`config.mk`:
```
export PLATFORM = sky130hd
export DESIGN_NAME = qpu_exu_qtimeline_ctrl_flat
export DESIGN_NICKNAME = d
export VERILOG_FILES = /design/src/rtl/qpu_exu_qtimeline_ctrl_if.sv /design/src/rtl/qpu_exu_qtimeline_ctrl.sv /design/src/flat_wrapper.sv
export SDC_FILE = /design/constraint.sdc
export NUM_CORES = 1
export LEC_CHECK = 0
export ABC_AREA = 1
export CAP_MARGIN = 20
export CORE_UTILIZATION = 54
export DETAILED_ROUTE_END_ITERATION = 12
export GPL_ROUTABILITY_DRIVEN = 0
export PLACE_DENSITY_LB_ADDON = 0.15
export SYNTH_ARGS = -nofsm -noshare
export SYNTH_HDL_FRONTEND = slang
export SYNTH_SLANG_ARGS = --single-unit
```
`constraint.sdc`:
```
create_clock -name clk -period 5 [get_ports clk]
set_input_delay 1 -clock clk [delete_from_list [all_inputs] [get_ports clk]]
set_output_delay 1 -clock clk [all_outputs]
set_load 0.02 [all_outputs]
```
`src/rtl/qpu_exu_qtimeline_ctrl_if.sv`:
```
// Instruction-in / event-out bundle of the quantum timeline controller.
// master = decode stage and event queue side, slave = the controller.
interface qpu_exu_qtimeline_ctrl_if #(
  parameter int unsigned FIFO_DEPTH = 8,
  parameter int unsigned TS_W       = 32,
  parameter int unsigned QOP_W      = 28
);
  localparam int unsigned CNT_W = $clog2(FIFO_DEPTH) + 1;

  logic             i_valid;
  logic             o_ready;
  logic             i_qwait;
  logic             i_quantum;
  logic             i_halt;
  logic [TS_W-1:0]  i_interval;
  logic [QOP_W-1:0] i_qop;
  logic             i_start;
  logic             o_evt_valid;
  logic             i_evt_ready;
  logic [QOP_W-1:0] o_evt_qop;
  logic [TS_W-1:0]  o_evt_time;
  logic [TS_W-1:0]  o_now;
  logic             o_busy;
  logic             o_late;
  logic [CNT_W-1:0] o_fifo_cnt;

  modport master (
    output i_valid, i_qwait, i_quantum, i_halt, i_interval, i_qop, i_start, i_evt_ready,
    input  o_ready, o_evt_valid, o_evt_qop, o_evt_time, o_now, o_busy, o_late, o_fifo_cnt
  );

  modport slave (
    input  i_valid, i_qwait, i_quantum, i_halt, i_interval, i_qop, i_start, i_evt_ready,
    output o_ready, o_evt_valid, o_evt_qop, o_evt_time, o_now, o_busy, o_late, o_fifo_cnt
  );
endinterface

```
`src/rtl/qpu_exu_qtimeline_ctrl.sv`:
```
// Quantum timeline controller: stamps quantum ops with a cumulative timeline
// label and releases them from a FIFO when the wall-clock timer reaches them.
module qpu_exu_qtimeline_ctrl #(
  parameter int unsigned FIFO_DEPTH = 8,
  parameter int unsigned TS_W       = 32,
  parameter int unsigned QOP_W      = 28
) (
  input logic                     clk,
  input logic                     rst,
  qpu_exu_qtimeline_ctrl_if.slave bus
);
  localparam int unsigned AW    = $clog2(FIFO_DEPTH);
  localparam int unsigned CNT_W = AW + 1;

  typedef enum logic [1:0] {IDLE, RUN, DRAIN} state_t;
  state_t state, state_nxt;

  logic [TS_W-1:0]  mem_ts  [FIFO_DEPTH];
  logic [QOP_W-1:0] mem_qop [FIFO_DEPTH];
  logic [AW-1:0]    wr_ptr, rd_ptr;
  logic [CNT_W-1:0] cnt;
  logic [TS_W-1:0]  now, tl, head_ts, diff, push_ts;
  logic             late, full, empty, due, head_now, ready, accept;
  logic             do_qwait, do_quantum, do_halt, evt_valid, pop, start_run;

  always_comb begin
    full       = (cnt == CNT_W'(FIFO_DEPTH));
    empty      = (cnt == '0);
    head_ts    = mem_ts[rd_ptr];
    // Signed wrap-around compare: head is due when head_ts - now <= 0.
    diff       = head_ts - now;
    due        = diff[TS_W-1] | (diff == '0);
    head_now   = ~empty & (diff == '0);
    ready      = (state != DRAIN) & ~full;
    accept     = bus.i_valid & ready;
    do_qwait   = accept & bus.i_qwait;
    do_quantum = accept & ~bus.i_qwait & bus.i_quantum;
    do_halt    = accept & ~bus.i_qwait & ~bus.i_quantum & bus.i_halt;
    push_ts    = tl + bus.i_interval;
    evt_valid  = (state != IDLE) & ~empty & due;
    pop        = evt_valid & bus.i_evt_ready;
    start_run  = (state == IDLE) & bus.i_start;
  end

  always_comb begin
    state_nxt = state;
    case (state)
      IDLE:    if (bus.i_start) state_nxt = RUN;
      RUN:     if (do_halt) state_nxt = DRAIN;
      DRAIN:   if (empty || (pop && cnt == CNT_W'(1))) state_nxt = IDLE;
      default: state_nxt = IDLE;
    endcase
  end

  always_ff @(posedge clk or posedge rst) begin
    if (rst) state <= IDLE;
    else     state <= state_nxt;
  end

  always_ff @(posedge clk or posedge rst) begin
    if (rst) begin
      now    <= '0;
      tl     <= '0;
      late   <= 1'b0;
      wr_ptr <= '0;
      rd_ptr <= '0;
      cnt    <= '0;
    end else begin
      // Timer freezes only while the head sits exactly on the current tick.
      if (start_run) now <= '0;
      else if (state != IDLE && !head_now) now <= now + TS_W'(1);

      if (start_run) late <= 1'b0;
      else if (pop && diff != '0) late <= 1'b1;

      // qwait and quantum both advance tl to tl + interval.
      if (state == DRAIN && state_nxt == IDLE) tl <= '0;
      else if (do_qwait || do_quantum) tl <= push_ts;

      if (do_quantum) wr_ptr <= wr_ptr + AW'(1);
      if (pop)        rd_ptr <= rd_ptr + AW'(1);
      if (do_quantum && !pop)      cnt <= cnt + CNT_W'(1);
      else if (!do_quantum && pop) cnt <= cnt - CNT_W'(1);
    end
  end

  always_ff @(posedge clk) begin
    if (do_quantum) begin
      mem_ts[wr_ptr]  <= push_ts;
      mem_qop[wr_ptr] <= bus.i_qop;
    end
  end

  assign bus.o_ready     = ready;
  assign bus.o_evt_valid = evt_valid;
  assign bus.o_evt_qop   = mem_qop[rd_ptr];
  assign bus.o_evt_time  = head_ts;
  assign bus.o_now       = now;
  assign bus.o_busy      = (state != IDLE);
  assign bus.o_late      = late;
  assign bus.o_fifo_cnt  = cnt;
endmodule

```
`src/flat_wrapper.sv`:
```
// flat-port wrapper written by rule: the top's interface ports become plain ports
module qpu_exu_qtimeline_ctrl_flat 
#(
  parameter int unsigned FIFO_DEPTH = 8,
  parameter int unsigned TS_W       = 32,
  parameter int unsigned QOP_W      = 28
)
  (clk, rst, bus_i_valid, bus_i_qwait, bus_i_quantum, bus_i_halt, bus_i_interval, bus_i_qop, bus_i_start, bus_i_evt_ready, bus_o_ready, bus_o_evt_valid, bus_o_evt_qop, bus_o_evt_time, bus_o_now, bus_o_busy, bus_o_late, bus_o_fifo_cnt);
  qpu_exu_qtimeline_ctrl_if #(.FIFO_DEPTH(FIFO_DEPTH), .TS_W(TS_W), .QOP_W(QOP_W)) bus_i ();
  input logic clk;
  input logic rst;
  input wire logic [$bits(bus_i.i_valid)-1:0] bus_i_valid;
  input wire logic [$bits(bus_i.i_qwait)-1:0] bus_i_qwait;
  input wire logic [$bits(bus_i.i_quantum)-1:0] bus_i_quantum;
  input wire logic [$bits(bus_i.i_halt)-1:0] bus_i_halt;
  input wire logic [$bits(bus_i.i_interval)-1:0] bus_i_interval;
  input wire logic [$bits(bus_i.i_qop)-1:0] bus_i_qop;
  input wire logic [$bits(bus_i.i_start)-1:0] bus_i_start;
  input wire logic [$bits(bus_i.i_evt_ready)-1:0] bus_i_evt_ready;
  output wire logic [$bits(bus_i.o_ready)-1:0] bus_o_ready;
  output wire logic [$bits(bus_i.o_evt_valid)-1:0] bus_o_evt_valid;
  output wire logic [$bits(bus_i.o_evt_qop)-1:0] bus_o_evt_qop;
  output wire logic [$bits(bus_i.o_evt_time)-1:0] bus_o_evt_time;
  output wire logic [$bits(bus_i.o_now)-1:0] bus_o_now;
  output wire logic [$bits(bus_i.o_busy)-1:0] bus_o_busy;
  output wire logic [$bits(bus_i.o_late)-1:0] bus_o_late;
  output wire logic [$bits(bus_i.o_fifo_cnt)-1:0] bus_o_fifo_cnt;
  assign bus_i.i_valid = bus_i_valid;
  assign bus_i.i_qwait = bus_i_qwait;
  assign bus_i.i_quantum = bus_i_quantum;
  assign bus_i.i_halt = bus_i_halt;
  assign bus_i.i_interval = bus_i_interval;
  assign bus_i.i_qop = bus_i_qop;
  assign bus_i.i_start = bus_i_start;
  assign bus_i.i_evt_ready = bus_i_evt_ready;
  assign bus_o_ready = bus_i.o_ready;
  assign bus_o_evt_valid = bus_i.o_evt_valid;
  assign bus_o_evt_qop = bus_i.o_evt_qop;
  assign bus_o_evt_time = bus_i.o_evt_time;
  assign bus_o_now = bus_i.o_now;
  assign bus_o_busy = bus_i.o_busy;
  assign bus_o_late = bus_i.o_late;
  assign bus_o_fifo_cnt = bus_i.o_fifo_cnt;
  qpu_exu_qtimeline_ctrl #(.FIFO_DEPTH(FIFO_DEPTH), .TS_W(TS_W), .QOP_W(QOP_W)) u_core (.clk(clk), .rst(rst), .bus(bus_i));
endmodule
```
==> results.yml <==
min_path:
  hp-class: "reg2reg"
  worst_hold_path.num_cells: 2
  holdCritStartpoint: "u_core.bus.o_late$_DFFE_PP0P_"
  timing.hold.worst_endpoint: "u_core.bus.o_late$_DFFE_PP0P_"
power:
  power_leakage_nw: 13.4
  p_per_area_nw_per_um2: 814
  max-vdd-ir-drop_mv: 0.487
final_layout:
  layout_common_cells: "sky130_fd_sc_hd__nor2_1 (494), sky130_fd_sc_hd__edfxtp_1 (480), sky130_fd_sc_hd__nand2_1 (359)"
  post_route_cells_drive_above_1_share_pct: 21.1
  stdcell_count: 3782
  utilization_pct: 71.5
  layout.filler_cells: 3389
  final_nets: 3209
  most_common_cell_after_layout_fill_and_taps_aside: "sky130_fd_sc_hd__nor2_1"
  synthToLayoutAreaGrowth_pct: 30.3
  insertedDiodeCount: 0
global_route:
  grt_pass1_vias: 20878
  antenna_found_initial: 0
  pin_count_of_the_biggest_net_entering_global_routing: 62
  track_usage_pct: 30.1
  grt.overflow.total: 0
  grt_first_pass_wirelength_um: 116000
timing:
  final_critical_path_setup_slack_ns: -0.265
  final-setup-viol-count: 1
  worstMarginPinSlew_ns: 0.949
  finalMaxSlewViolations: 0
  slew_headroom_pct: 36.5
  finalCriticalPeriod_ns: 5.26
  finalHoldViolCount: 0
  fmax_mhz: 190
  fin_skew_ns: 0.0456
  unrepaired_setup_endpoints_after_global_routing: "yes"
  period_share_pct: 105
setup_path:
  rr_worst_depth: 26
  crit_required_ns: 4.00
  critical_path.startpoint_type: "flip-flop"
  reg2reg_to: "u_core.bus.o_fifo_cnt[3]$_DFFE_PP0P_"
  worst_setup_path_end_kind: "output port"
  reg_to_reg_setup_timing_slack_ns: 0.08
  highest_fanout_seen_on_the_critical_path: 11
  worst_ep_arrival_time_ns: 4.26
  rr_startpoint: "u_core.rd_ptr[0]$_DFFE_PP0P_"
  worstSetupPathType: "reg2out"
cts:
  cts_tree: "done"
  root_buffer: "sky130_fd_sc_hd__clkbuf_16"
  cts_sinks: 557
  tritoncts.num_buffers: 57
  cts.path.max_buffers: 3
  clkLatencyLatePin_ns: 0.65
  clock_transition_time_at_the_flip_flop_clock_pins_of_the_worst_setup_and_hold_paths_ns: 0.07
  htree_num_levels: 2
logic_synthesis:
  yosys_register_bits: 557
  ys.flop_type: "sky130_fd_sc_hd__edfxtp_1"
  number_of_enable_flip_flop_cells_after_synthesis: 480
  synth-seq-area-share_pct: 60.7
  synthesis.area_um2: 26900
  synthArstFlopShare_pct: 13.8
  synth.area.top_cells: "sky130_fd_sc_hd__edfxtp_1 (54%), sky130_fd_sc_hd__nor2_1 (7.6%), sky130_fd_sc_hd__dfrtp_1 (7.2%), sky130_fd_sc_hd__nand2_1 (5.9%), sky130_fd_sc_hd__o21ai_0 (5.1%)"
  yosys_warnings: 0
  synth_area_leader_cell: "sky130_fd_sc_hd__edfxtp_1"
  post_synth_num_cell_types: 51
  synth.net_count: 2845
  postSynthCellCount: 2706
  synthDominantCellAreaShare_pct: 53.6
  synthesis.area_per_instance_um2: 9.95
job:
  max_cap_violations: 0
outcome:
  failed_checks: "negative setup slack"
  run_status: "complete, but fails checks"
floorplan:
  die_area_um2: 50700
  floorplan.initialDensity_pct: 54.9
  die_h_um: 225
  fp.dieW_um: 225
  rows: 81
  top_level_ports: 168
  fp.coreArea_um2: 49100
place:
  hpwl_um: 48100
  place.detailed.instances: 3602
  port-buffer-count: 167
route:
  num_vias: 21864
  drc_errors: 0
  avgViaCountPerCell: 5.78
  detail_route.wl_per_cell_um: 20.7
  detailedRoute.firstIterationViolations: 2478
  drtAntennaViolNets: 0
  route.final.wire_length_um: 78400
  firstDrtPassIters: 6
worst max-delay path, cell delays in order, from the launching register on:
cell                        delay [ns]
sky130_fd_sc_hd__dfrtp_4          0.44
sky130_fd_sc_hd__buf_12           0.17
sky130_fd_sc_hd__clkinv_16        0.10
sky130_fd_sc_hd__bufbuf_16        0.29
sky130_fd_sc_hd__o21ai_0          0.39
sky130_fd_sc_hd__a31oi_4          0.19
sky130_fd_sc_hd__ha_4             0.34
sky130_fd_sc_hd__nand2_2          0.09
sky130_fd_sc_hd__nor2_2           0.15
sky130_fd_sc_hd__inv_1            0.11
sky130_fd_sc_hd__nor2_4           0.15
sky130_fd_sc_hd__and2_1           0.17
sky130_fd_sc_hd__nand2_2          0.07
sky130_fd_sc_hd__nand3_1          0.08
sky130_fd_sc_hd__nand2_1          0.06
sky130_fd_sc_hd__nor2_1           0.11
sky130_fd_sc_hd__nand2_1          0.10
sky130_fd_sc_hd__nor2_4           0.15
sky130_fd_sc_hd__nand3_4          0.13
sky130_fd_sc_hd__a21boi_4         0.18
sky130_fd_sc_hd__buf_6            0.14
metal layers:
metal  track usage, %  up-vias  routed length (um)
li1                 -    10004                   -
met1             39.0    10577               30300
met5                0        -                   0
met3             4.38      241                6040
met2             50.1     1042               38200
met4             13.7        0                3840
final cells by class:
class | instances | area, um^2 | share of cell area (%)
flip-flops and latches | 557 | 16300 | 46.6
multi-input cells | 1799 | 10600 | 30.4
repair buffers | 413 | 4240 | 12.1
clock buffers | 66 | 1480 | 4.22
inverters | 241 | 942 | 2.69
well taps | 664 | 831 | 2.37
clock inverters | 41 | 558 | 1.59
repair inverters | 1 | 16.3 | 0.0464
Yosys cell counts (5+ instances only):
cell type / count
sky130_fd_sc_hd__xnor2_1: 14
sky130_fd_sc_hd__nor2_1: 543
sky130_fd_sc_hd__buf_1: 11
sky130_fd_sc_hd__inv_2: 7
sky130_fd_sc_hd__nand2_2: 9
sky130_fd_sc_hd__clkbuf_1: 87
sky130_fd_sc_hd__nor3_1: 19
sky130_fd_sc_hd__or2_2: 6
sky130_fd_sc_hd__nand4_1: 12
sky130_fd_sc_hd__a22oi_1: 13
sky130_fd_sc_hd__o21ai_0: 273
sky130_fd_sc_hd__mux2i_1: 5
sky130_fd_sc_hd__ha_1: 69
sky130_fd_sc_hd__a31oi_1: 61
sky130_fd_sc_hd__a21oi_1: 50
sky130_fd_sc_hd__o22ai_1: 61
sky130_fd_sc_hd__nor4_1: 10
sky130_fd_sc_hd__nand3b_1: 24
sky130_fd_sc_hd__edfxtp_1: 480
sky130_fd_sc_hd__o21ai_2: 31
sky130_fd_sc_hd__buf_6: 6
sky130_fd_sc_hd__nand3_1: 68
sky130_fd_sc_hd__inv_1: 234
sky130_fd_sc_hd__nand2_1: 423
sky130_fd_sc_hd__xor2_1: 62
sky130_fd_sc_hd__dfrtp_1: 77
sky130_fd_sc_hd__nor2_2: 6
sky130_fd_sc_hd__nand3b_2: 5
sky130_fd_sc_hd__and2_1: 6
sky130_fd_sc_hd__a21o_1: 5
power breakdown:
| part | internal [W] | switching, W | total, W |
|---|---|---|---|
| Sequential | 0.00627 | 0.000327 | 0.00659 |
| Clock | 0.00272 | 0.00187 | 0.00459 |
| Combinational | 0.00707 | 0.0103 | 0.0174 |
| Total | 0.0161 | 0.0125 | 0.0285 |
what timing repair did:
action	4_1_cts	5_1_grt
setup buffers	34	27
pin swaps	71	111
gates cloned	11	3
gates resized for setup	187	194
hold buffers	0	0
endpoints found under the setup margin	2	2
stage by stage:
stage / cell area (um^2) / setup TNS, ns / hold WS [ns] / setup slack (ns) / total power [W]
final: 35100 / -0.265 / 0.510 / -0.265 / 0.0285
after global routing: 35100 / -0.344 / 0.558 / -0.316 / 0.0299
after CTS: 34200 / -0.125 / 0.509 / -0.125 / 0.0269
after detailed placement: 30800 / -0.376 / 0.496 / -0.271 / 0.0205
after global placement: 30800 / -0.147 / 0.479 / -0.147 / 0.0202
after floorplan: 27200 / 0 / 0.493 / 0.0193 / 0.0148
state kept, by name, summed over array words and instances, names as in the netlist, 2 cells and up:
register,flops
u_core.state,2
u_core.mem_ts,256
u_core.bus.o_fifo_cnt,4
u_core.mem_qop,224
u_core.tl,32
u_core.bus.o_now,32
u_core.rd_ptr,3
u_core.wr_ptr,3
cell families after synthesis:
logic type | after synthesis | synth area share [%]
AO/OA/AOI/OAI | 505 | 10.7
XOR/XNOR | 76 | 2.47
adder cells (fa/ha/maj) | 71 | 3.36
buffers and inverters | 350 | 5.08
flip-flops | 557 | 60.7
multiplexers | 5 | 0.186
AND/OR/NAND/NOR | 1142 | 17.5
how the worst max path moves through the flow:
stage	from	end	slack, ns	cells past startpoint
2_1_floorplan	u_core.rd_ptr[0]$_DFFE_PP0P_	u_core.bus.o_fifo_cnt[3]$_DFFE_PP0P_	0.02	28
3_3_place_gp	u_core.rd_ptr[1]$_DFFE_PP0P_	bus_o_evt_valid	-0.15	22
3_5_place_dp	u_core.rd_ptr[1]$_DFFE_PP0P_	bus_o_evt_valid	-0.27	22
4_1_cts	u_core.rd_ptr[0]$_DFFE_PP0P_	bus_o_evt_valid	-0.13	24
5_1_grt	u_core.rd_ptr[0]$_DFFE_PP0P_	bus_o_evt_valid	-0.32	18
6_report	u_core.rd_ptr[0]$_DFFE_PP0P_	bus_o_evt_valid	-0.26	20
(Power assumes the default switching activity.)
